File: src/rtl/mips_ctrl_pkg.sv
// Shared constants for the multicycle MIPS control unit: FSM state encoding,
// opcode/funct values, alucontrol codes and the per-state registered control word.
// No ports; imported by mips_alu_dec and mips_mc_control.
package mips_ctrl_pkg;

  typedef enum logic [3:0] {
    ST_FETCH   = 4'd0,
    ST_DECODE  = 4'd1,
    ST_MEMADR  = 4'd2,
    ST_MEMRD   = 4'd3,
    ST_MEMWB   = 4'd4,
    ST_MEMWR   = 4'd5,
    ST_EXECUTE = 4'd6,
    ST_ALUWB   = 4'd7,
    ST_BRANCH  = 4'd8,
    ST_ADDIEX  = 4'd9,
    ST_ADDIWB  = 4'd10,
    ST_JUMP    = 4'd11
  } state_e;

  // Opcodes
  localparam logic [5:0] OP_RTYPE = 6'b000000;
  localparam logic [5:0] OP_J     = 6'b000010;
  localparam logic [5:0] OP_BEQ   = 6'b000100;
  localparam logic [5:0] OP_BNE   = 6'b000101;
  localparam logic [5:0] OP_ADDI  = 6'b001000;
  localparam logic [5:0] OP_LW    = 6'b100011;
  localparam logic [5:0] OP_SW    = 6'b101011;

  // R-type funct values
  localparam logic [5:0] FN_ADD = 6'b100000;
  localparam logic [5:0] FN_SUB = 6'b100010;
  localparam logic [5:0] FN_AND = 6'b100100;
  localparam logic [5:0] FN_OR  = 6'b100101;
  localparam logic [5:0] FN_SLT = 6'b101010;

  // alucontrol codes
  localparam logic [2:0] ALU_AND = 3'b000;
  localparam logic [2:0] ALU_OR  = 3'b001;
  localparam logic [2:0] ALU_ADD = 3'b010;
  localparam logic [2:0] ALU_SUB = 3'b110;
  localparam logic [2:0] ALU_SLT = 3'b111;

  // aluop: how the ALU decoder should pick alucontrol
  localparam logic [1:0] ALUOP_ADD   = 2'b00;
  localparam logic [1:0] ALUOP_SUB   = 2'b01;
  localparam logic [1:0] ALUOP_FUNCT = 2'b10;

  // Control outputs that depend only on the state. They are registered from the
  // next state so they come straight off flops in the cycle the state is entered.
  typedef struct packed {
    logic       jump_pcen;
    logic       memwrite;
    logic       regwrite;
    logic       iord;
    logic       regdst;
    logic       memtoreg;
    logic       alusrca;
    logic [1:0] alusrcb;
    logic [1:0] pcsrc;
    logic [1:0] aluop;
  } ctrl_t;

  function automatic ctrl_t state_ctrl(state_e s);
    ctrl_t c;
    c = '0;
    c.aluop = ALUOP_ADD;
    case (s)
      ST_FETCH:   c.alusrcb = 2'b01;
      ST_DECODE:  c.alusrcb = 2'b11;
      ST_MEMADR: begin
        c.alusrca = 1'b1;
        c.alusrcb = 2'b10;
      end
      ST_MEMRD:   c.iord = 1'b1;
      ST_MEMWB: begin
        c.memtoreg = 1'b1;
        c.regwrite = 1'b1;
      end
      ST_MEMWR: begin
        c.iord     = 1'b1;
        c.memwrite = 1'b1;
      end
      ST_EXECUTE: begin
        c.alusrca = 1'b1;
        c.aluop   = ALUOP_FUNCT;
      end
      ST_ALUWB: begin
        c.regdst   = 1'b1;
        c.regwrite = 1'b1;
      end
      ST_BRANCH: begin
        c.alusrca = 1'b1;
        c.pcsrc   = 2'b01;
        c.aluop   = ALUOP_SUB;
      end
      ST_ADDIEX: begin
        c.alusrca = 1'b1;
        c.alusrcb = 2'b10;
      end
      ST_ADDIWB:  c.regwrite = 1'b1;
      ST_JUMP: begin
        c.pcsrc     = 2'b10;
        c.jump_pcen = 1'b1;
      end
      default:    c = '0;
    endcase
    return c;
  endfunction

  function automatic logic funct_legal(logic [5:0] f);
    return (f == FN_ADD) || (f == FN_SUB) || (f == FN_AND) ||
           (f == FN_OR)  || (f == FN_SLT);
  endfunction

endpackage

File: src/rtl/mips_alu_dec.sv
// ALU decoder: maps aluop and the R-type funct field to a 3-bit alucontrol code.
// Purely combinational, zero latency, no flow control.
// Ports: aluop[1:0], funct[5:0] in; alucontrol[2:0] out.
module mips_alu_dec
  import mips_ctrl_pkg::*;
(
  input  logic [1:0] aluop,
  input  logic [5:0] funct,
  output logic [2:0] alucontrol
);

  always_comb begin
    alucontrol = ALU_ADD;
    case (aluop)
      ALUOP_SUB: alucontrol = ALU_SUB;
      ALUOP_FUNCT: begin
        case (funct)
          FN_ADD:  alucontrol = ALU_ADD;
          FN_SUB:  alucontrol = ALU_SUB;
          FN_AND:  alucontrol = ALU_AND;
          FN_OR:   alucontrol = ALU_OR;
          FN_SLT:  alucontrol = ALU_SLT;
          default: alucontrol = ALU_ADD;
        endcase
      end
      default:   alucontrol = ALU_ADD;
    endcase
  end

endmodule

File: src/rtl/mips_mc_control.sv
// Multicycle MIPS control FSM (lw/sw/R-type/beq/bne/addi/j) driving datapath enables and selects.
// Latency with mem_ready=1: lw 5, sw/R/addi 4, branch/j 3, illegal 2 cycles.
// Backpressure: FETCH, MEMRD and MEMWR hold while mem_ready=0.
// Ports: clk, rst_n (async, active-low); op/funct from IR; zero/neg ALU flags;
// mem_ready; write enables pcen/irwrite/memwrite/regwrite; selects iord/regdst/
// memtoreg/alusrca/alusrcb/pcsrc; alucontrol; illegal (one-cycle pulse).
module mips_mc_control
  import mips_ctrl_pkg::*;
#(
  parameter int SUPPORT_BNE = 1
) (
  input  logic       clk,
  input  logic       rst_n,
  input  logic [5:0] op,
  input  logic [5:0] funct,
  input  logic       zero,
  input  logic       neg,
  input  logic       mem_ready,
  output logic       pcen,
  output logic       irwrite,
  output logic       memwrite,
  output logic       regwrite,
  output logic       iord,
  output logic       regdst,
  output logic       memtoreg,
  output logic       alusrca,
  output logic [1:0] alusrcb,
  output logic [1:0] pcsrc,
  output logic [2:0] alucontrol,
  output logic       illegal
);

  localparam logic BNE_EN = (SUPPORT_BNE != 0);

  state_e state_q, state_d;
  ctrl_t  ctrl_q;

  // The N flag has no consumer in this revision.
  logic unused_neg;
  assign unused_neg = neg;

  // Next-state logic. op/funct are stable from DECODE onward because the IR
  // only loads during FETCH.
  always_comb begin
    state_d = state_q;
    case (state_q)
      ST_FETCH:   if (mem_ready) state_d = ST_DECODE;
      ST_DECODE: begin
        case (op)
          OP_LW, OP_SW: state_d = ST_MEMADR;
          OP_RTYPE:     state_d = funct_legal(funct) ? ST_EXECUTE : ST_FETCH;
          OP_BEQ:       state_d = ST_BRANCH;
          OP_BNE:       state_d = BNE_EN ? ST_BRANCH : ST_FETCH;
          OP_ADDI:      state_d = ST_ADDIEX;
          OP_J:         state_d = ST_JUMP;
          default:      state_d = ST_FETCH;
        endcase
      end
      ST_MEMADR:  state_d = (op == OP_SW) ? ST_MEMWR : ST_MEMRD;
      ST_MEMRD:   if (mem_ready) state_d = ST_MEMWB;
      ST_MEMWB:   state_d = ST_FETCH;
      ST_MEMWR:   if (mem_ready) state_d = ST_FETCH;
      ST_EXECUTE: state_d = ST_ALUWB;
      ST_ALUWB:   state_d = ST_FETCH;
      ST_BRANCH:  state_d = ST_FETCH;
      ST_ADDIEX:  state_d = ST_ADDIWB;
      ST_ADDIWB:  state_d = ST_FETCH;
      ST_JUMP:    state_d = ST_FETCH;
      default:    state_d = ST_FETCH;
    endcase
  end

  // State and registered Moore outputs. Reset loads the FETCH control word so
  // the selects already read as a fetch while reset is held.
  always_ff @(posedge clk or negedge rst_n) begin
    if (!rst_n) begin
      state_q <= ST_FETCH;
      ctrl_q  <= state_ctrl(ST_FETCH);
    end else begin
      state_q <= state_d;
      ctrl_q  <= state_ctrl(state_d);
    end
  end

  logic in_fetch, in_branch, br_take;
  assign in_fetch  = (state_q == ST_FETCH);
  assign in_branch = (state_q == ST_BRANCH);
  // bne only reaches BRANCH when it is enabled, so op alone picks the sense.
  assign br_take   = (op == OP_BNE) ? ~zero : zero;

  // The mem_ready/zero-dependent enables are combinational; gating them with
  // rst_n keeps every write enable low for as long as reset is held.
  assign irwrite  = rst_n & in_fetch & mem_ready;
  assign pcen     = rst_n & ((in_fetch & mem_ready) | (in_branch & br_take) |
                             ctrl_q.jump_pcen);
  // DECODE falling back to FETCH is exactly the undecodable-instruction case.
  assign illegal  = rst_n & (state_q == ST_DECODE) & (state_d == ST_FETCH);

  assign memwrite = ctrl_q.memwrite;
  assign regwrite = ctrl_q.regwrite;
  assign iord     = ctrl_q.iord;
  assign regdst   = ctrl_q.regdst;
  assign memtoreg = ctrl_q.memtoreg;
  assign alusrca  = ctrl_q.alusrca;
  assign alusrcb  = ctrl_q.alusrcb;
  assign pcsrc    = ctrl_q.pcsrc;

  mips_alu_dec u_alu_dec (
    .aluop      (ctrl_q.aluop),
    .funct      (funct),
    .alucontrol (alucontrol)
  );

endmodule

File: config.mk
export PLATFORM = sky130hd
export DESIGN_NAME = mips_mc_control
export DESIGN_NICKNAME = d
export VERILOG_FILES = /design/src/rtl/mips_ctrl_pkg.sv /design/src/rtl/mips_alu_dec.sv /design/src/rtl/mips_mc_control.sv
export SDC_FILE = /design/constraint.sdc
export NUM_CORES = 1
export LEC_CHECK = 0
export ABC_CLOCK_PERIOD_IN_PS = 4550
export BUFFER_PORTS_ARGS = -buffer_cell sky130_fd_sc_hd__buf_4
export CORE_MARGIN = 2
export CORE_UTILIZATION = 45
export DETAILED_ROUTE_END_ITERATION = 16
export PLACE_DENSITY = 0.72
export RECOVER_POWER = 50
export SLEW_MARGIN = 0
export SYNTH_ARGS = -nofsm -noshare
export SYNTH_HDL_FRONTEND = slang
export SYNTH_SLANG_ARGS = --single-unit
File: constraint.sdc
create_clock -name clk -period 4.55 [get_ports clk]
set_clock_uncertainty 0.05 [all_clocks]
set_input_delay 1.1375 -clock clk [delete_from_list [all_inputs] [get_ports clk]]
set_output_delay 1.1375 -clock clk [all_outputs]
set_load 0.03 [all_outputs]
Word level (Yosys, flattened, before mapping)
Index checks and enable logic that the tools add are counted.

word-level totals
  bits in writable memories = 0
  word-level logic and storage cells = 85
  flip-flop bits (word level) = 17
  output and inout bits = 16
  latch bits = 0
  bits in read-only memories = 0
  input port bits = 17
  memories kept = 0

operators by class
  $add $sub $neg = 0
  equality and inequality tests = 31
  divide/modulo/power cells = 0
  shifts and indexed selects = 0
  bitwise gates (word level) = 10
  magnitude comparators = 0
  reduce and logical (&&, ||, !) cells = 13
  muxes and demuxes = 20
  multipliers = 0

operators with widths
  cell                                                  count
  equality test 6 bit (second input constant)           7
  case mux 4 bit (7 select lines)                       1
  equality test 4 x 3 -> 1 bit (second input constant)  6
  equality test 4 bit (second input constant)           6
  case mux 4 bit (5 select lines)                       1
  equality test 4 x 2 -> 1 bit (second input constant)  4
  equality test 6 x 3 -> 1 bit (second input constant)  2
  two-way mux 4 bit                                     3
  case mux 3 bit (4 select lines)                       1
  equality test 4 x 1 -> 1 bit (second input constant)  2
  zero test 4 bit                                       2
  two-way mux 1 bit                                     8
  case mux 2 bit (2 select lines)                       2
  OR reduction 2 bit                                    4
  bitwise AND 1 bit                                     7
  equality test 6 x 2 -> 1 bit (second input constant)  1
  equality test 6 x 4 -> 1 bit (second input constant)  1
  zero test 6 bit                                       1
  two-way mux 3 bit                                     2
  case mux 2 bit (3 select lines)                       1
  case mux 3 bit (2 select lines)                       1
  logical OR 1 bit                                      4
  OR reduction 4 bit                                    1
  OR reduction 3 bit                                    1
  other kinds (4)                                       5

Depth between registers and ports, before layout
  depth after elaboration = 11
  depth in mapped cells = 8
  mapped depth without buffers = 7

Modules after synthesis
From an unflattened synthesis, not the netlist that was laid out.

unflattened totals
  cell total of the unflattened synthesis = 120
  area, all modules = 1119.8 sq um

modules (own cells, without submodules)
  module           area an instance (sq um)  instances  cells an instance  sequential area each (sq um)
  mips_mc_control  1001.0                    1          105                401.6
  mips_alu_dec     118.9                     1          15                 0.0

Worst setup path before layout
OpenSTA, ideal clock, no wires.

  kind = input to output
  start point = in op[1]
  end point = out illegal
  required time = 3.363 ns
  path slack = 0.398 ns
  path buffers = 0
  stages = 4
  arrival = 2.964 ns
  cell sequence = or2b_1 o31ai_1 o311ai_4 nor4_1

on the way
  word-level cells in the longest chain between the ends = 6
  elaborated cells on any way between the ends = 14
  classes of those cells = eq/ne: 6; mux: 3; bitwise: 1; reduce/logical: 4

ends and longest elaborated chain
  what                                                        line                   source
  from (decl)                                                 mips_mc_control.sv:14  input logic [5:0] op,
  equality test 6 x 3 -> 1 bit, or another cell as far along  mips_mc_control.sv:49  case (op)
  OR reduction 2 bit, on equally long branches                --
  case mux 4 bit (5 select lines)                             mips_mc_control.sv:49
  case mux 4 bit (7 select lines) (*)                         mips_mc_control.sv:46  case (state_q)
  net state_d[1]                                              mips_mc_control.sv:35  state_e state_q, state_d;
  zero test 4 bit (*)                                         mips_mc_control.sv:97  assign illegal = rst_n & (state_q == ST_DECODE) & (state_d == ST_FETCH);
  bitwise AND 1 bit (*)                                       mips_mc_control.sv:97
  to (decl)                                                   mips_mc_control.sv:30  output logic illegal

Mark *: on every way through the listed nets, which the timed path passes. The rest lies on a longest branch.

Worst setup path in the final report
  start point = in op[1]
  end point = out illegal

on the way
  word-level cells in the longest chain between the ends = 6
  elaborated cells on any way between the ends = 14
  classes of those cells = eq/ne: 6; mux: 3; bitwise: 1; reduce/logical: 4

ends and longest elaborated chain
  what                                                        line
  equality test 6 x 3 -> 1 bit, or another cell as far along  mips_mc_control.sv:49
  OR reduction 2 bit, on equally long branches                --
  case mux 4 bit (5 select lines)                             mips_mc_control.sv:49
  case mux 4 bit (7 select lines) (*)                         mips_mc_control.sv:46
  zero test 4 bit (*)                                         mips_mc_control.sv:97
  bitwise AND 1 bit (*)                                       mips_mc_control.sv:97

Mark *: on every way between the ends. The rest lies on a longest branch, timed or not.

==> impl_metrics.json <==
{
  "vias": 907,
  "synth_top_cells_by_count": "dfrtp_1, inv_1, nand2_1, nand2b_1, nor2_1",
  "crit_family": "simple AND/OR/NAND/NOR gates",
  "syn_nets": 131,
  "worstSetupPathType": "input port to primary output",
  "critPathArrivalTime_ns": 2.78,
  "synth_ff_type": "dfrtp_1",
  "post_drt_wl_per_cell_um": 13.2,
  "p_int_uw": 326,
  "cts_hold_buf": 0,
  "p_seq_share_pct": 35.8,
  "clk_latency_ns": 0.28,
  "rows": 17,
  "power_density_nw_per_um2": 435,
  "hold_viol": 0,
  "critical_path.cell_chain": "buf_4 > or3b_1 > a21oi_1 > o311ai_2 > nand3_1 > nor4_1 > buf_4",
  "ys_warn_count": 0,
  "grt_max_degree": 20,
  "cp_max_fo": 6,
  "peakVddDrop_v": 0.000282,
  "worstMarginPinSlew_ns": 0.904,
  "drtIter0Drc": 29,
  "end_kind": "primary output",
  "fin_nets": 162,
  "synth_edf_count": 0,
  "synth.area.mux_share_pct": 1.92,
  "whs_ns": 0.610,
  "layout-drive-gt1-share_pct": 27.5,
  "synth_fa_ha_area_share_pct": 2.40,
  "pin_count": 33,
  "grt_pass1_wl_um": 3580,
  "synth.area.top_cells": "dfrtp_1, nand2b_1, buf_4, inv_1, nand2_1",
  "p_leak_uw": 0.000615,
  "post_cts_buffers": 0,
  "n_fill_cell": 199,
  "detail-route-antenna-nets": 0,
  "synth_compound_area_share_pct": 17.9,
  "grt_pass1_vias": 863,
  "place.gp.congestion": 0.825,
  "cpMostUsedCell": "buf_4",
  "status": "complete, no violations",
  "cts_buffer_depth": 2,
  "cts.sinks": 16,
  "max_slew_margin_pct": 39.8,
  "synth-xor-area-share_pct": 1.68,
  "fin_setup_tns_ns": 0,
  "cts_root_buffer": "clkbuf_4",
  "ys_types": 45,
  "core_um2": 2190,
  "setup_viol_count_final": 0,
  "dp.final_hpwl_um": 1660,
  "synth_top_family_by_area": "simple AND/OR/NAND/NOR gates",
  "synthToLayoutAreaGrowth_pct": 24.4,
  "crit_slowest_cell": "o311ai_2",
  "drtPass1Iterations": 4,
  "io_buffers": 31,
  "rsz0062_at_grt": "false",
  "cts_tree": "built",
  "diodes": 0,
  "synthCells": 112,
  "seq_area_frac_synth_pct": 38.5,
  "drc_errors": 0,
  "start_kind": "input port",
  "avgSynthCellArea_um2": 9.31,
  "synth_seq_cells": 16,
  "antenna_found_initial": 0,
  "clkPwrFrac_pct": 16.7,
  "switchingPower_uw": 237,
  "swShare_pct": 42.1,
  "post-synth-top-area-cell": "dfrtp_1",
  "cts_resized": 0,
  "cts_buffers": 3,
  "cp.required_ns": 3.36,
  "start_util_pct": 47.6,
  "drv_slew": 0,
  "period_minus_slack_ns": 3.97,
  "combPwrFrac_pct": 47.5,
  "grt_usage_pct": 17.9,
  "grt.overflow.total": 0,
  "fin_crit_sh_pct": 87.2,
  "die-area_um2": 2720,
  "die_width_um": 52.1,
  "h-tree-depth": 1,
  "max-cap-violations": 0,
  "fmax_mhz": 252,
  "async_reset_ff_share_pct": 100,
  "yosys.area.top_type_share_pct": 36.0,
  "hold_path_class": "flip-flop to flip-flop",
  "netlist_area_um2": 1040,
  "yosys.area_share.simple_pct": 31.0,
  "clkTransAtPathRegs_ns": 0.10,
  "synth.most_common_cell": "dfrtp_1",
  "critPathBufInv": 2,
  "wl_um": 2250,
  "viasPerCell": 5.34,
  "cpPeakStageDelay_ns": 0.43,
  "die_h_um": 52.1
}
routing by layer:
| layer | global-route usage (%) | wire length (um) |
|---|---|---|
| met1 | 21.4 | 1040 |
| met2 | 30.8 | 1090 |
| met3 | 3.16 | 96 |
| met4 | 8.33 | 25 |
| met5 | 0 | 0 |
cell type report:
cell class / count / area, um^2 / share of cell area [%]
flip-flops and latches: 16 / 402 / 31.0
well taps: 28 / 35.0 / 2.70
multi-input cells: 82 / 572 / 44.1
repair buffers: 32 / 221 / 17.1
inverters: 8 / 30.0 / 2.32
clock buffers: 4 / 36.3 / 2.80
worst reg2reg max path, cell delays in order (launching register included):
cell	delay, ns
dfrtp_1	0.55
nor3b_2	0.33
nand2_1	0.15
or3_1	0.44
nand3_1	0.23
nor3b_2	0.08
or3_1	0.30
per-stage QoR:
step           total power [uW]  worst slack, ns  instances  instance area, um^2  util [%]
2_1_floorplan               393            0.398        112                 1040         -
3_3_place_gp                468            0.620        166                 1280      58.4
3_5_place_dp                474            0.603        166                 1280      58.4
4_1_cts                     569            0.580        170                 1320      60.0
5_1_grt                     598            0.488        170                 1300      59.2
6_report                    564            0.582        170                 1300      59.2
worst paths after layout:
check / start / end / slack (ns) / depth (start not counted)
min: state_q[3]$_DFF_PN0_ / regwrite$_DFF_PN0_ / 0.61 / 2
max in group asynchronous: rst_n / iord$_DFF_PN0_ / 3.00 / 1
max: op[1] / illegal / 0.58 / 7
min in group asynchronous: rst_n / pcsrc[0]$_DFF_PN0_ / 0.90 / 1
min reg2reg: state_q[3]$_DFF_PN0_ / regwrite$_DFF_PN0_ / 0.61 / 2
max reg2reg: state_q[0]$_DFF_PN0_ / alusrca$_DFF_PN0_ / 2.30 / 6
cell families (layout without fill, tap and decap cells):
| logic type | count (synthesis) | after routing |
|---|---|---|
| AO/OA/AOI/OAI | 22 | 22 |
| XOR/XNOR | 2 | 2 |
| adder cells (fa/ha/maj) | 2 | 2 |
| buffers and inverters | 14 | 44 |
| flip-flops | 16 | 16 |
| multiplexers | 2 | 2 |
| AND/OR/NAND/NOR | 54 | 54 |
registers in the layout, summed over array words and instances (netlist names):
| register | cells |
|---|---|
| iord | 1 |
| regdst | 1 |
| ctrl_q | 2 |
| state_q | 4 |
| alusrcb | 2 |
| alusrca | 1 |
| pcsrc | 2 |
| memtoreg | 1 |
| regwrite | 1 |
| memwrite | 1 |
power by group through the flow:
stage	Combinational, uW	Sequential (uW)	Clock [uW]
after floorplan	188	205	0
after global placement	268	201	0
after detailed placement	271	204	0
after CTS	273	201	94.9
after global routing	292	204	102
final	268	202	93.9
placed cells by master (no fill, tap or decap), types with 3 or more instances in the layout:
cell type / count
a21oi_1: 3
and3_1: 3
buf_4: 27
clkbuf_1: 5
clkbuf_4: 3
dfrtp_1: 15
inv_1: 8
nand2_1: 8
nand2b_1: 8
nand3_1: 3
nor2_1: 8
nor3_1: 4
o21ai_0: 4
Power figures use the tool's default switching activity.
